**config.mk**
```make
export PLATFORM = sky130hd
export DESIGN_NAME = sum_div_unit
export DESIGN_NICKNAME = d
export VERILOG_FILES = /design/src/rtl/sum_div_unit.sv
export SDC_FILE = /design/constraint.sdc
export NUM_CORES = 1
export LEC_CHECK = 0
export BUFFER_PORTS_ARGS = -buffer_cell sky130_fd_sc_hd__buf_2
export CORE_UTILIZATION = 37
export DETAILED_ROUTE_END_ITERATION = 10
export PLACE_DENSITY = 0.67
export SLEW_MARGIN = 20
export SYNTH_ARGS = -nofsm -noshare
export SYNTH_HDL_FRONTEND = slang
export SYNTH_SLANG_ARGS = --single-unit
export TNS_END_PERCENT = 1
```
**constraint.sdc**
```tcl
create_clock -name clk -period 2.1 [get_ports clk]
set_input_delay 0.105 -clock clk [delete_from_list [all_inputs] [get_ports clk]]
set_output_delay 0.105 -clock clk [all_outputs]
set_load 0.03 [all_outputs]
```
**src/rtl/sum_div_unit.sv**
```systemverilog
// sum_div_unit
//   Consumes the two captured results of the running-sum generator.
//   On start it captures in_A (divisor/subtrahend) and in_B
//   (dividend/minuend), then produces:
//     diff = (in_B - in_A) mod 2^WIDTH
//     quot = floor(in_B / in_A), rem = in_B mod in_A
//   The division uses restoring subtraction, one compare per cycle.
//   Results are held until the next done or reset.
//
// Ports
//   clk      system clock, rising edge
//   reset    synchronous, active-high
//   start    request, sampled only in IDLE
//   in_A     divisor / subtrahend
//   in_B     dividend / minuend
//   busy     high while not in IDLE
//   done     one-cycle pulse, results valid in this cycle
//   diff     difference result
//   quot     quotient (all ones on divide-by-zero)
//   rem      remainder (dividend on divide-by-zero)
//   div_err  only with DIVZERO_ERR_EN: 1 if the captured divisor was 0
//
// Optional feature macro: DIVZERO_ERR_EN
//
// state | meaning
// IDLE  | waiting for start
// SUB   | one restoring-subtraction step per cycle
// DONE  | results loaded, done pulse
module sum_div_unit #(
  parameter int WIDTH = 8
) (
  input  logic             clk,
  input  logic             reset,
  input  logic             start,
  input  logic [WIDTH-1:0] in_A,
  input  logic [WIDTH-1:0] in_B,
  output logic             busy,
  output logic             done,
  output logic [WIDTH-1:0] diff,
  output logic [WIDTH-1:0] quot,
  output logic [WIDTH-1:0] rem
`ifdef DIVZERO_ERR_EN
  ,
  output logic             div_err
`endif
);

  typedef enum logic [1:0] {
    IDLE = 2'd0,
    SUB  = 2'd1,
    DONE = 2'd2
  } state_t;

  state_t state, state_nxt;

  logic [WIDTH-1:0] dvs;
  logic [WIDTH-1:0] rem_r;
  logic [WIDTH-1:0] quot_r;
  logic [WIDTH-1:0] dif_r;

  logic dvs_zero;
  logic can_sub;

  assign dvs_zero = (dvs == '0);
  assign can_sub  = (rem_r >= dvs);

  always_ff @(posedge clk) begin
    if (reset) begin
      state <= IDLE;
    end else begin
      state <= state_nxt;
    end
  end

  always_comb begin
    state_nxt = state;
    busy      = 1'b1;
    done      = 1'b0;
    case (state)
      IDLE: begin
        busy = 1'b0;
        if (start) state_nxt = SUB;
      end
      SUB: begin
        if (dvs_zero || !can_sub) state_nxt = DONE;
      end
      DONE: begin
        done      = 1'b1;
        state_nxt = IDLE;
      end
      default: state_nxt = IDLE;
    endcase
  end

  always_ff @(posedge clk) begin
    if (reset) begin
      dvs    <= '0;
      rem_r  <= '0;
      quot_r <= '0;
      dif_r  <= '0;
      diff   <= '0;
      quot   <= '0;
      rem    <= '0;
`ifdef DIVZERO_ERR_EN
      div_err <= 1'b0;
`endif
    end else begin
      case (state)
        IDLE: begin
          if (start) begin
            dvs    <= in_A;
            rem_r  <= in_B;
            dif_r  <= in_B - in_A;
            quot_r <= '0;
          end
        end
        SUB: begin
          if (dvs_zero) begin
            // rem_r still holds the untouched dividend here
            diff <= dif_r;
            quot <= '1;
            rem  <= rem_r;
`ifdef DIVZERO_ERR_EN
            div_err <= 1'b1;
`endif
          end else if (can_sub) begin
            rem_r  <= rem_r - dvs;
            quot_r <= quot_r + 1'b1;
          end else begin
            diff <= dif_r;
            quot <= quot_r;
            rem  <= rem_r;
`ifdef DIVZERO_ERR_EN
            div_err <= 1'b0;
`endif
          end
        end
        default: ;
      endcase
    end
  end

endmodule

```
==> summary.md, run 1 <==
| Metric | Value |
|---|---|
| Share of cells above drive strength 1 | between 20% and 30% |
| Initial Util | around two fifths |
| Mean Syn Cell Area | 8.58 um^2 |
| Fin Hold WS | 0.0127 ns |
| Final hold vios | 0 |
| Setup TNS | 0 ns |
| Initial antenna violation count | 0 |
| EDFF count, synth | 0 |
| Synth Area in Compound Gates | 18.5% |
| VDD IR max | approximately 0.56 mV |
| Grt ovf | 0 |
| Detail-routed net length per standard cell | between 10 and 15 um |
| CTS tree | built |
| Seq/Total Area, Yosys | between 30% and 40% |
| Synth Register Bits | 58 |
| H-tree lvl count | 3 |
| RSZ-0062 raised after global routing | true |
| First-pass GRT wire length | ~12000 um |
| Vias in the first global route | around 2.7k |
| Run status | complete, no violations |
| Arrival time of the worst setup path | 2.32 ns |
| Xor and xnor area share after synthesis | roughly 1.7% |
| Clock transition at the registers of the reported paths | ~0.07 ns |
| Worst Hold Class | input port to flip-flop |
| FP Rows | 32 |
| Layout overhead on the synthesized area | 27.3% |
| Total of max-cap violations | 0 |
| Tcrit/Tclk final | between 90% and 100% |
| Critical Path Start | dvs[2] |
| Die Area | about 8600 um^2 |
| Kind of critical path | flip-flop to flip-flop |
| Core region area | between 7000 and 8000 um^2 |
| # setup viols final | 0 |
| Syn nets | a little under 400 |
| Largest family of logic cells by synthesized area | simple AND/OR/NAND/NOR gates |
| Clk root buf | clkbuf_8 |
| Sw Share | approximately two fifths |
| Internal power | between 3 and 4 mW |
| GRT Overall Usage | a little under a fifth |
| Adder and majority cell fraction of the synthesized area | 7.91% |
| Least-Margin Pin Slew | around 0.63 ns |
| Power share of the sequential group | 28.1% |
| Layout filler cell count | 788 |
| Antenna Cells | 0 |
| Worst-Skew Late Latency | around 0.35 ns |
| Detailed-route DRC error count | 0 |
| Ports | 45 |
| Post-route cell area | between 3000 and 4000 um^2 |
| Die X-Extent | between 90 and 100 um |
| Post-Syn Instances | between 300 and 400 |
| CTS Buf Count | 9 |
| Power Dens Cells | 1350 nW/um^2 |
| Post-synth top flop | dfxtp_1 |
| Post-DP HPWL | 4930 um |
| Critical path fanouts, max | 5 |
| Final slew viol count | 0 |
| Via count | roughly 2.7k |
| Vias per inst | 5.20 |
| PortBufs | 44 |
| Final ANT Viol Nets | 0 |
| Headroom to the max-slew limit | between 50 and 60% |
| Post-Route Utilization | 49.3% |
| Largest net degree at the start of global routing | 38 |
| Gate power share | 51.6% |
| Final Non-Filler Cells | 521 |
| Worst path required time | about 2.3 ns |
| Post-synthesis simple-gate area fraction | 20.6% |
| Switching power | roughly 2 mW |
| Ys async rst share | 0% |
| CTS max path bufs | 2 |
| First drt pass iteration count | 4 |
| Final min period | 2.10 ns |
| F_max | 0.477 GHz |
| Distinct cells, synth | 54 |
| CP startpoint kind | flip-flop |
| Die Ht | 92.6 um |
| Mux cell area share after synthesis | around 6.3% |
| Final-stage net count | 452 |
| Cell Area, Placed | 3390 um^2 |
| Final Wtd Congestion | roughly 0.86 |
| Synth warnings | 0 |
| Initial detailed-routing violation count | 118 |
| Worst flop-to-flop path startpoint | dvs[2] |
| WL final | 7670 um |
| Placed cells | 493 |
| Clock sink total | 58 |
| Leakage power | between 1.5 and 2 nW |
| CP Capture Type | flip-flop |
| Synth Cell Area | 3040 um^2 |
| Hold_sp | in_A[3] |
| Layout Skew | 0.0135 ns |
| Clk pwr share | 20.3% |
## final timing paths
| kind | cells after the start | slack, ns | endpoint |
|---|---|---|---|
| max | 10 | 0.003 | quot_r[3] |
| min | 3 | 0.01 | dvs[3] |
| max reg2reg | 10 | 0.003 | quot_r[3] |
| min reg2reg | 2 | 0.45 | diff[0] |
## cell families (layout without fill, tap and decap cells)
family                   after synthesis  in the layout
buffers and inverters                 43            108
flip-flops                            58             58
AND/OR/NAND/NOR                      134            134
XOR/XNOR                               6              6
multiplexers                          19             19
AO/OA/AOI/OAI                         76             76
adder cells (fa/ha/maj)               18             18
## Yosys cell counts (8+ instances only)
cell | n | area share (%)
a21oi_1 | 19 | 3.1
clkbuf_1 | 10 | 1.2
dfxtp_1 | 58 | 38
ha_1 | 16 | 6.6
inv_1 | 23 | 2.8
mux2i_1 | 18 | 5.9
nand2_1 | 71 | 8.8
nand3_1 | 9 | 1.5
nor2_1 | 16 | 2.0
o21ai_0 | 12 | 2.0
o221a_2 | 8 | 3.0
## registers in the layout, summed over array words and instances (netlist names)
register / cells
dif_r: 8
diff: 8
dvs: 8
quot: 8
quot_r: 8
rem: 8
rem_r: 8
state: 2
## worst max-delay path, stage by stage, from the launching register on
cell and delay [ns]:
dfxtp_1 0.37, inv_1 0.10, ha_4 0.32, nand4_1 0.17
nand2_2 0.15, o221ai_2 0.12, a21oi_2 0.20, buf_4 0.15
buf_6 0.11, o21ai_0 0.07, a31o_1 0.23
## power by group through the flow
stage	clock network [mW]	logic, mW	registers [mW]
2_1_floorplan	0	1.47	1.61
4_1_cts	1.08	2.25	1.45
3_5_place_dp	0	2.05	1.48
3_3_place_gp	0	2.02	1.47
6_report	1.06	2.69	1.46
5_1_grt	1.13	2.94	1.49
## metrics by stage
stage / setup WS [ns] / total power, mW
2_1_floorplan: 0.0919 / 3.08
3_3_place_gp: 0.0547 / 3.49
3_5_place_dp: 0.00142 / 3.52
4_1_cts: 0.00485 / 4.78
5_1_grt: -0.0978 / 5.57
6_report: 0.00346 / 5.20
## routing by layer
layer	global-route usage (%)	vias to the layer above	routed length (um)	part of all wire, %
li1	-	1358	-	-
met4	7.44	0	126	1.6
met1	22.2	1268	3450	45
met3	5.83	12	384	5.0
met5	0	-	0	0
met2	30.9	72	3710	48
## layout make-up
cell class / count / area, um^2 / share of cell area [%]
Tap cell: 102 / 128 / 3.30
Clock inverter: 2 / 35.0 / 0.906
Sequential cell: 58 / 1160 / 30.1
Timing Repair Buffer: 69 / 490 / 12.7
Clock buffer: 13 / 169 / 4.37
Multi-Input combinational cell: 253 / 1790 / 46.3
Inverter: 24 / 90.1 / 2.33
## timing repair
item                                   in CTS  in global routing
setup endpoints to repair                  26                 39
setup buffers                               3                  8
endpoints found under the hold margin       1                  0
hold buffers                                1                  0
gates resized for setup                     4                 34
gates cloned                                2                  0
pin swaps                                   3                  6
## cell usage in the layout, fill, tap and decap left out, types with 4 or more instances in the layout
cell,n
clkbuf_8,12
o21ai_0,11
nand3_1,8
buf_2,44
nor2_1,16
nand2_1,69
mux2i_1,17
o21a_1,5
a21oi_1,18
inv_1,21
ha_1,12
dfxtp_1,55
xor2_1,4
a21oi_2,5
buf_6,6
nor3_1,7
buf_4,14
nor2b_1,6
o221a_2,8
Power figures use the tool's default switching activity.
==> run 2, diff against run 1 <==
==> constraint.sdc (replaced) <==
create_clock -name clk -period 1.85 [get_ports clk]
set_input_delay 0.0925 -clock clk [delete_from_list [all_inputs] [get_ports clk]]
set_output_delay 0.0925 -clock clk [all_outputs]
set_load 0.03 [all_outputs]
==> run 2 against run 1 <==
  * The run now ends with negative setup slack left
  * First-iteration DRC count down 25%
  * Global-route usage rose by 0.19 points
  * Highest routed layer unchanged
  * Clock power grew 30%
  * Clock skew decreased by 0.0019 ns
  * Cell area grew 3.1%
  * Via count down 0.33%
  * Maximum frequency grew 6.2%
  * Critical path depth decreased by 1
  * Combinational power rose by 16%
  * Sequential share of layout area is 0.89 points lower
==> summary.md, run 2 (synthesis results as in run 1) <==
| Metric | Value |
|---|---|
| Run status | finished with violations |
| Failing checks | negative setup slack |
| Worst path required time | 2.12 ns (-0.20 ns) |
| Core region area | 7850 um^2 (unchanged) |
| Final slew viol count | 0 (unchanged) |
| Leakage power | 1.71 nW (+4.4%) |
| Vias in the first global route | 2758 (+3.0%) |
| Post-Route Utilization | 50.8% (+1.5 points) |
| Final ANT Viol Nets | 0 (unchanged) |
| Post-DP HPWL | 5470 um (+11%) |
| CTS Buf Count | 9 (unchanged) |
| Power Dens Cells | 1540 nW/um^2 (+14%) |
| Worst Hold Class | input port to flip-flop |
| Postcts setup bufs | 0 (-3) |
| Layout overhead on the synthesized area | 31.3% |
| Layout Skew | 0.0116 ns (-0.00188 ns) |
| Critical path fanouts, max | 16 (+11) |
| RSZ-0062 raised after global routing | true |
| Fin Hold WS | 0.0129 ns (+0.000170 ns) |
| Total of max-cap violations | 0 (unchanged) |
| Initial antenna violation count | 0 (unchanged) |
| Buf+Inv Stages, Crit Path | 2 (-1) |
| Cell Area, Placed | 3590 um^2 (+5.9%) |
| Clock transition at the registers of the reported paths | 0.07 ns (about the same) |
| Worst path cell trace | inv_1 -> ha_1 -> o21a_1 -> o211a_1 -> o21ai_4 -> nand2_2 -> a21oi_4 -> buf_12 -> mux2i_1 |
| Dpl ws | -0.176 ns (-0.177 ns) |
| Grt met1 use | 21.1% (-1.2 points) |
| Met2 usage | 33.6% (+2.7 points) |
| Clk root buf | clkbuf_8 |
| Largest net degree at the start of global routing | 36 (-5.3%) |
| Die Area | 8580 um^2 (unchanged) |
| FP Rows | 32 (unchanged) |
| Via count | 2701 (-0.33%) |
| Switching power | 2.36 mW (+17%) |
| Clock sink total | 58 (unchanged) |
| Final Wtd Congestion | 0.819 (-4.7%) |
| Kind of critical path | flip-flop to flip-flop |
| Clk pwr share | 22.5% (+2.2 points) |
| Grt ovf | 0 (unchanged) |
| Initial detailed-routing violation count | 89 (-25%) |
| Power share of the sequential group | 26.9% (-1.2 points) |
| Die Ht | 92.6 um (unchanged) |
| Sw Share | 38.4% (-0.43 points) |
| Arrival time of the worst setup path | 2.25 ns (-0.07 ns) |
| CP top delay family | compound AO/OA/AOI/OAI gates |
| Worst-Skew Late Latency | 0.34 ns (about the same) |
| Detailed-route DRC error count | 0 (unchanged) |
| F_max | 0.506 GHz (+6.2%) |
| Least-Margin Pin Slew | 0.358 ns (-0.275 ns) |
| H-tree lvl count | 3 (unchanged) |
| Detail-routed net length per standard cell | 14.1 um (-4.6%) |
| WL final | 7550 um (-1.7%) |
| First-pass GRT wire length | 12600 um (+1.7%) |
| Setup ws final | -0.124 ns (-0.128 ns) |
| Final hold vios | 0 (unchanged) |
| PortBufs | 44 (unchanged) |
| Internal power | 3.78 mW (+19%) |
| VDD IR max | 0.606 mV (+8.5%) |
| First drt pass iteration count | 4 (unchanged) |
| Vias per inst | 5.03 (-3.3%) |
| Headroom to the max-slew limit | 75.8% (+18 points) |
| CP Capture Type | flip-flop |
| Initial Util | 38.7% (unchanged) |
| Die X-Extent | 92.6 um (unchanged) |
| GRT Overall Usage | 18.8% (+0.19 points) |
| Layout filler cell count | 801 (+1.6%) |
| Ports | 45 (unchanged) |
| Commonest non-fill, non-tap cells in the layout | nand2_1 (69), dfxtp_1 (54), buf_2 (44) |
| Final min period | 1.97 ns (-0.122 ns) |
| # setup viols final | 36 (+36) |
| Commonest non-fill, non-tap cell in the layout | nand2_1 |
| CP startpoint kind | flip-flop |
| GRT met3 Usage | 5.09% (-0.74 points) |
| Gate power share | 50.6% (-1.0 points) |
| CTS max path bufs | 2 (unchanged) |
| Antenna Cells | 0 (unchanged) |
| CTS tree | built |
| Share of cells above drive strength 1 | 32.2% (+2.4 points) |
| Max incr delay on CP | 0.33 ns (-0.04 ns) |
| Final-stage net count | 467 (+3.3%) |
| CP max stage cell | dfxtp_2 |
| GRT busiest layer | met2 |
| Post-route cell area | 3990 um^2 (+3.1%) |
| Tcrit/Tclk final | 107% (+6.9 points) |
==> run 2: cell count changes in the layout (fill, tap and decap cells not counted), sizes merged <==
cell	delta
buf	+13
bufinv	+1
clkbuf	-1
clkinvlp	+1
dlygate4sd3	+2
==> run 2: power groups by stage <==
stage	combinational [mW]	clock, mW	sequential, mW
after global routing	3.38	1.47	1.68
final	3.11	1.38	1.65
after detailed placement	2.70	0	1.66
after floorplan	1.69	0	1.83
after CTS	2.88	1.40	1.65
after global placement	2.67	0	1.65
==> run 2: final timing paths <==
| path | from | end | slack, ns | depth (start not counted) |
|---|---|---|---|---|
| max | dvs[4] | diff[1] | -0.12 | 9 |
| min | in_A[6] | dvs[6] | 0.01 | 3 |
| min reg2reg | rem[6] | rem[6] | 0.46 | 2 |
| max reg2reg | dvs[4] | diff[1] | -0.12 | 9 |
==> run 2: final cells by class <==
cell class	instances	area, um^2	area share [%]
timing repair buffer	84	561	14.1
sequential	58	1170	29.2
multi-input combinational	253	1810	45.3
clock buffer	12	165	4.14
clock inverter	4	72.6	1.82
tap	102	128	3.20
inverter	24	90.1	2.26
==> run 2: layer usage <==
metal  vias up  routed length (um)
met4         0                 141
li1       1390                   -
met1      1253                3410
met3         9                 269
met5         -                   0
met2        49                3720
==> run 2: repair_timing <==
| item | 4_1_cts | 5_1_grt |
|---|---|---|
| setup endpoints to repair | 41 | 42 |
| resized for setup | 13 | 14 |
| gates cloned | 0 | 0 |
| hold endpoints to repair | 2 | 1 |
| pin swaps | 3 | 4 |
| hold buffers | 2 | 1 |
==> run 2: metrics by stage <==
step | setup TNS (ns) | power, mW | cells
2_1_floorplan | -1.34 | 3.52 | 354
3_3_place_gp | -2.63 | 4.33 | 518
3_5_place_dp | -4.48 | 4.36 | 518
4_1_cts | -2.34 | 5.94 | 536
5_1_grt | -7.45 | 6.54 | 537
6_report | -3.01 | 6.14 | 537
==> run 2: worst reg2reg max path: cells and delay by family (launching register included) <==
| family | cells | cell delay (ns) |
|---|---|---|
| AO/OA/AOI/OAI | 4 | 0.76 |
| flip-flops | 1 | 0.33 |
| adder cells (fa/ha/maj) | 1 | 0.30 |
| buffers and inverters | 2 | 0.23 |
| multiplexers | 1 | 0.20 |
| AND/OR/NAND/NOR | 1 | 0.09 |
==> run 3, diff against run 2 <==
--- a/config.mk
+++ b/config.mk
@@ -5,10 +5,10 @@
 export SDC_FILE = /design/constraint.sdc
 export NUM_CORES = 1
 export LEC_CHECK = 0
-export BUFFER_PORTS_ARGS = -buffer_cell sky130_fd_sc_hd__buf_2
-export CORE_UTILIZATION = 37
+export CORE_UTILIZATION = 56
 export DETAILED_ROUTE_END_ITERATION = 10
-export PLACE_DENSITY = 0.67
+export DONT_BUFFER_PORTS = 1
+export PLACE_DENSITY = 0.83
 export SLEW_MARGIN = 20
 export SYNTH_ARGS = -nofsm -noshare
 export SYNTH_HDL_FRONTEND = slang
==> run 3 against run 2 <==
  * The run still ends with negative setup slack left
  * Utilization up 22 points
  * Flip-flop and latch count stayed put
  * Critical path depth is 1 higher
  * Via count increased by 2.9%
  * Maximum frequency fell by 2.5%
  * Clock-buffer cell count unchanged
  * Final cell count is 12% lower
  * Cell area decreased by 5.3%
  * Worst hold slack got worse by 0.0039 ns
  * Total power fell by 7.7%
  * Critical endpoint is now diff[6]
  * Largest power group unchanged
  * Highest routed layer unchanged
==> summary.md, run 3 (synthesis results as in run 1) <==
| Metric | Value |
|---|---|
| Run status | finished with violations |
| Failing checks | negative setup slack |
| Leakage power | 1.51 nW (-11%) |
| Fin Hold WS | 0.00893 ns (-0.00393 ns) |
| First-pass GRT wire length | 12400 um (-1.3%) |
| CP max stage cell | dfxtp_2 |
| Grt ovf | 0 (unchanged) |
| Largest net degree at the start of global routing | 36 (unchanged) |
| First drt pass iteration count | 5 (+1) |
| Commonest non-fill, non-tap cells in the layout | nand2_1 (70), dfxtp_1 (55), buf_4 (32) |
| Worst Hold Class | input port to flip-flop |
| Core region area | 5170 um^2 (-34%) |
| Met2 routed WL | 3940 um (+5.8%) |
| Hold_sp | in_B[2] |
| Die Ht | 75.7 um (-18%) |
| FP Rows | 26 (-19%) |
| # setup viols final | 42 (+17%) |
| Worst path required time | 2.11 ns (about the same) |
| Final min period | 2.02 ns (+0.0505 ns) |
| VDD IR max | 0.858 mV (+41%) |
| Setup ws final | -0.175 ns (-0.0505 ns) |
| Commonest non-fill, non-tap cell in the layout | nand2_1 |
| Antenna Cells | 0 (unchanged) |
| Layout filler cell count | 320 (-60%) |
| Share of cells above drive strength 1 | 22.9% (-9.2 points) |
| Initial Util | 58.7% (+20 points) |
| Die X-Extent | 75.7 um (-18%) |
| Via count | 2779 (+2.9%) |
| Tcrit/Tclk final | 109% (+2.7 points) |
| Ports | 45 (unchanged) |
| Vias in the first global route | 2590 (-6.1%) |
| FF+latch area | 1160 um^2 (-0.11%) |
| CP startpoint kind | flip-flop |
| Layout overhead on the synthesized area | 24.3% |
| CP Capture Type | flip-flop |
| Worst path cell trace | ha_4 -> inv_2 -> fa_2 -> nand3_2 -> nand2_2 -> o21ai_2 -> nand2_2 -> a21oi_4 -> buf_12 -> mux2i_2 |
| CTS Buf Count | 9 (unchanged) |
| Clock sink total | 58 (unchanged) |
| R2r setup slk | -0.17 ns (-0.05 ns) |
| CTS max path bufs | 2 (unchanged) |
| Sw Share | 39.4% (+1.1 points) |
| Critical path fanouts, max | 11 (-5) |
| Most frequent cell on the critical path | nand2_2 |
| Post-DP HPWL | 5240 um (-4.2%) |
| Kind of critical path | flip-flop to flip-flop |
| Final Wtd Congestion | 0.896 (+9.4%) |
| Multi-input logic area | 1790 um^2 (-0.97%) |
| Total of max-cap violations | 0 (unchanged) |
| Initial antenna violation count | 0 (unchanged) |
| Hold Path Depth | 4 (+1) |
| Dpl ws | -0.196 ns (-0.0199 ns) |
| Final-stage net count | 434 (-7.1%) |
| Worst-Skew Late Latency | 0.34 ns (about the same) |
| Final Non-Filler Cells | 471 (-12%) |
| H-tree lvl count | 3 (unchanged) |
| Metal-1 WL | 3530 um (+3.4%) |
| Layout Skew | 0.00646 ns (-0.00518 ns) |
| Least-Margin Pin Slew | 1.06 ns (+0.702 ns) |
| CTS tree | built |
| Initial detailed-routing violation count | 243 (+170%) |
| Switching power | 2.24 mW (-5.1%) |
| Tot Pwr | 5.67 mW (-7.7%) |
| Critical Path Start | dvs[0] |
| Vias per inst | 5.90 (+17%) |
| Worst flop-to-flop path startpoint | dvs[0] |
| Max incr delay on CP | 0.36 ns (+0.03 ns) |
| Clk pwr share | 20.1% (-2.4 points) |
| Gate power share | 47.0% (-3.6 points) |
| RSZ-0062 raised after global routing | true |
| Cell Area, Placed | 3310 um^2 (-7.8%) |
| Clk root buf | clkbuf_8 |
| F_max | 0.494 GHz (-2.5%) |
| Final slew viol count | 0 (unchanged) |
| Placed cells | 441 (-15%) |
| Final hold vios | 0 (unchanged) |
| Detail-routed net length per standard cell | 17.7 um (+26%) |
| GRT Overall Usage | 30.0% (+11 points) |
| Power share of the sequential group | 33.0% (+6.1 points) |
| Max Used Layer | met4 |
| R2r worst-path depth | 10 (+1) |
| Internal power | 3.43 mW (-9.3%) |
| Headroom to the max-slew limit | 29.1% (-47 points) |
| Power Dens Cells | 1500 nW/um^2 (-2.5%) |
| Die Area | 5720 um^2 (-33%) |
| Clock transition at the registers of the reported paths | 0.06 ns (about the same) |
| Post-route cell area | 3780 um^2 (-5.3%) |
| Final ANT Viol Nets | 0 (unchanged) |
| PortBufs | 0 (-100%) |
| DR WL met3 | 584 um (+120%) |
| Arrival time of the worst setup path | 2.29 ns (+0.04 ns) |
| Detailed-route DRC error count | 0 (unchanged) |
| Postcts setup bufs | 0 (unchanged) |
| WL final | 8340 um (+10%) |
-- run 3: changes by cell type in the layout (fill, tap and decap cells not counted), sizes merged --
cell         change
dlygate4sd3     +11
buf             -45
clkbuf           +1
clkinv           +1
clkinvlp         -1
bufinv           -1
-- run 3: path summary, 6_finish.rpt --
check,endpoint
worst max register to register,diff[6]
worst min register to register,dif_r[4]
worst max-delay path,diff[6]
worst min-delay path,rem_r[2]
-- run 3: layer usage --
metal | vias up | track usage [%]
met5 | - | 0
met4 | 0 | 17.5
met3 | 26 | 8.73
met2 | 127 | 47.0
met1 | 1305 | 36.8
li1 | 1321 | -
-- run 3: layout make-up --
cell class	count	share of cell area, %
inverters	24	2.39
multi-input cells	253	47.4
repair buffers	51	12.2
well taps	70	2.32
clock inverters	3	1.06
clock buffers	12	3.84
flip-flops and latches	58	30.8
-- run 3: power by group through the flow --
stage          combinational (mW)  clock [mW]  sequential (mW)
2_1_floorplan                1.69           0             1.83
3_3_place_gp                 2.30           0             1.86
3_5_place_dp                 2.35           0             1.87
4_1_cts                      2.48        1.14             1.85
5_1_grt                      2.89        1.20             1.90
6_report                     2.66        1.14             1.87
-- run 3: critical path, delay by kind of cell, from the launching register on --
kind,cells,cell delay [ns]
adder cells (fa/ha/maj),2,0.51
AO/OA/AOI/OAI,2,0.38
multiplexers,1,0.21
flip-flops,1,0.36
AND/OR/NAND/NOR,3,0.26
buffers and inverters,2,0.22
-- run 3: per-stage QoR --
| step | TNS [ns] | util [%] |
|---|---|---|
| finish | -4.87 | 73.0 |
| global route | -8.05 | 73.0 |
| CTS | -5.36 | 71.0 |
| detailed placement | -4.66 | 63.9 |
| global placement | -1.80 | 63.9 |
| floorplan | -1.34 | - |
-- run 3: what timing repair did --
item / CTS / global route
setup endpoints to repair: 41 / 42
resized for setup: 9 / 13
pin swaps: 3 / 2
cloned: 0 / 1
hold endpoints to repair: 27 / 0
hold buffers: 14 / 0
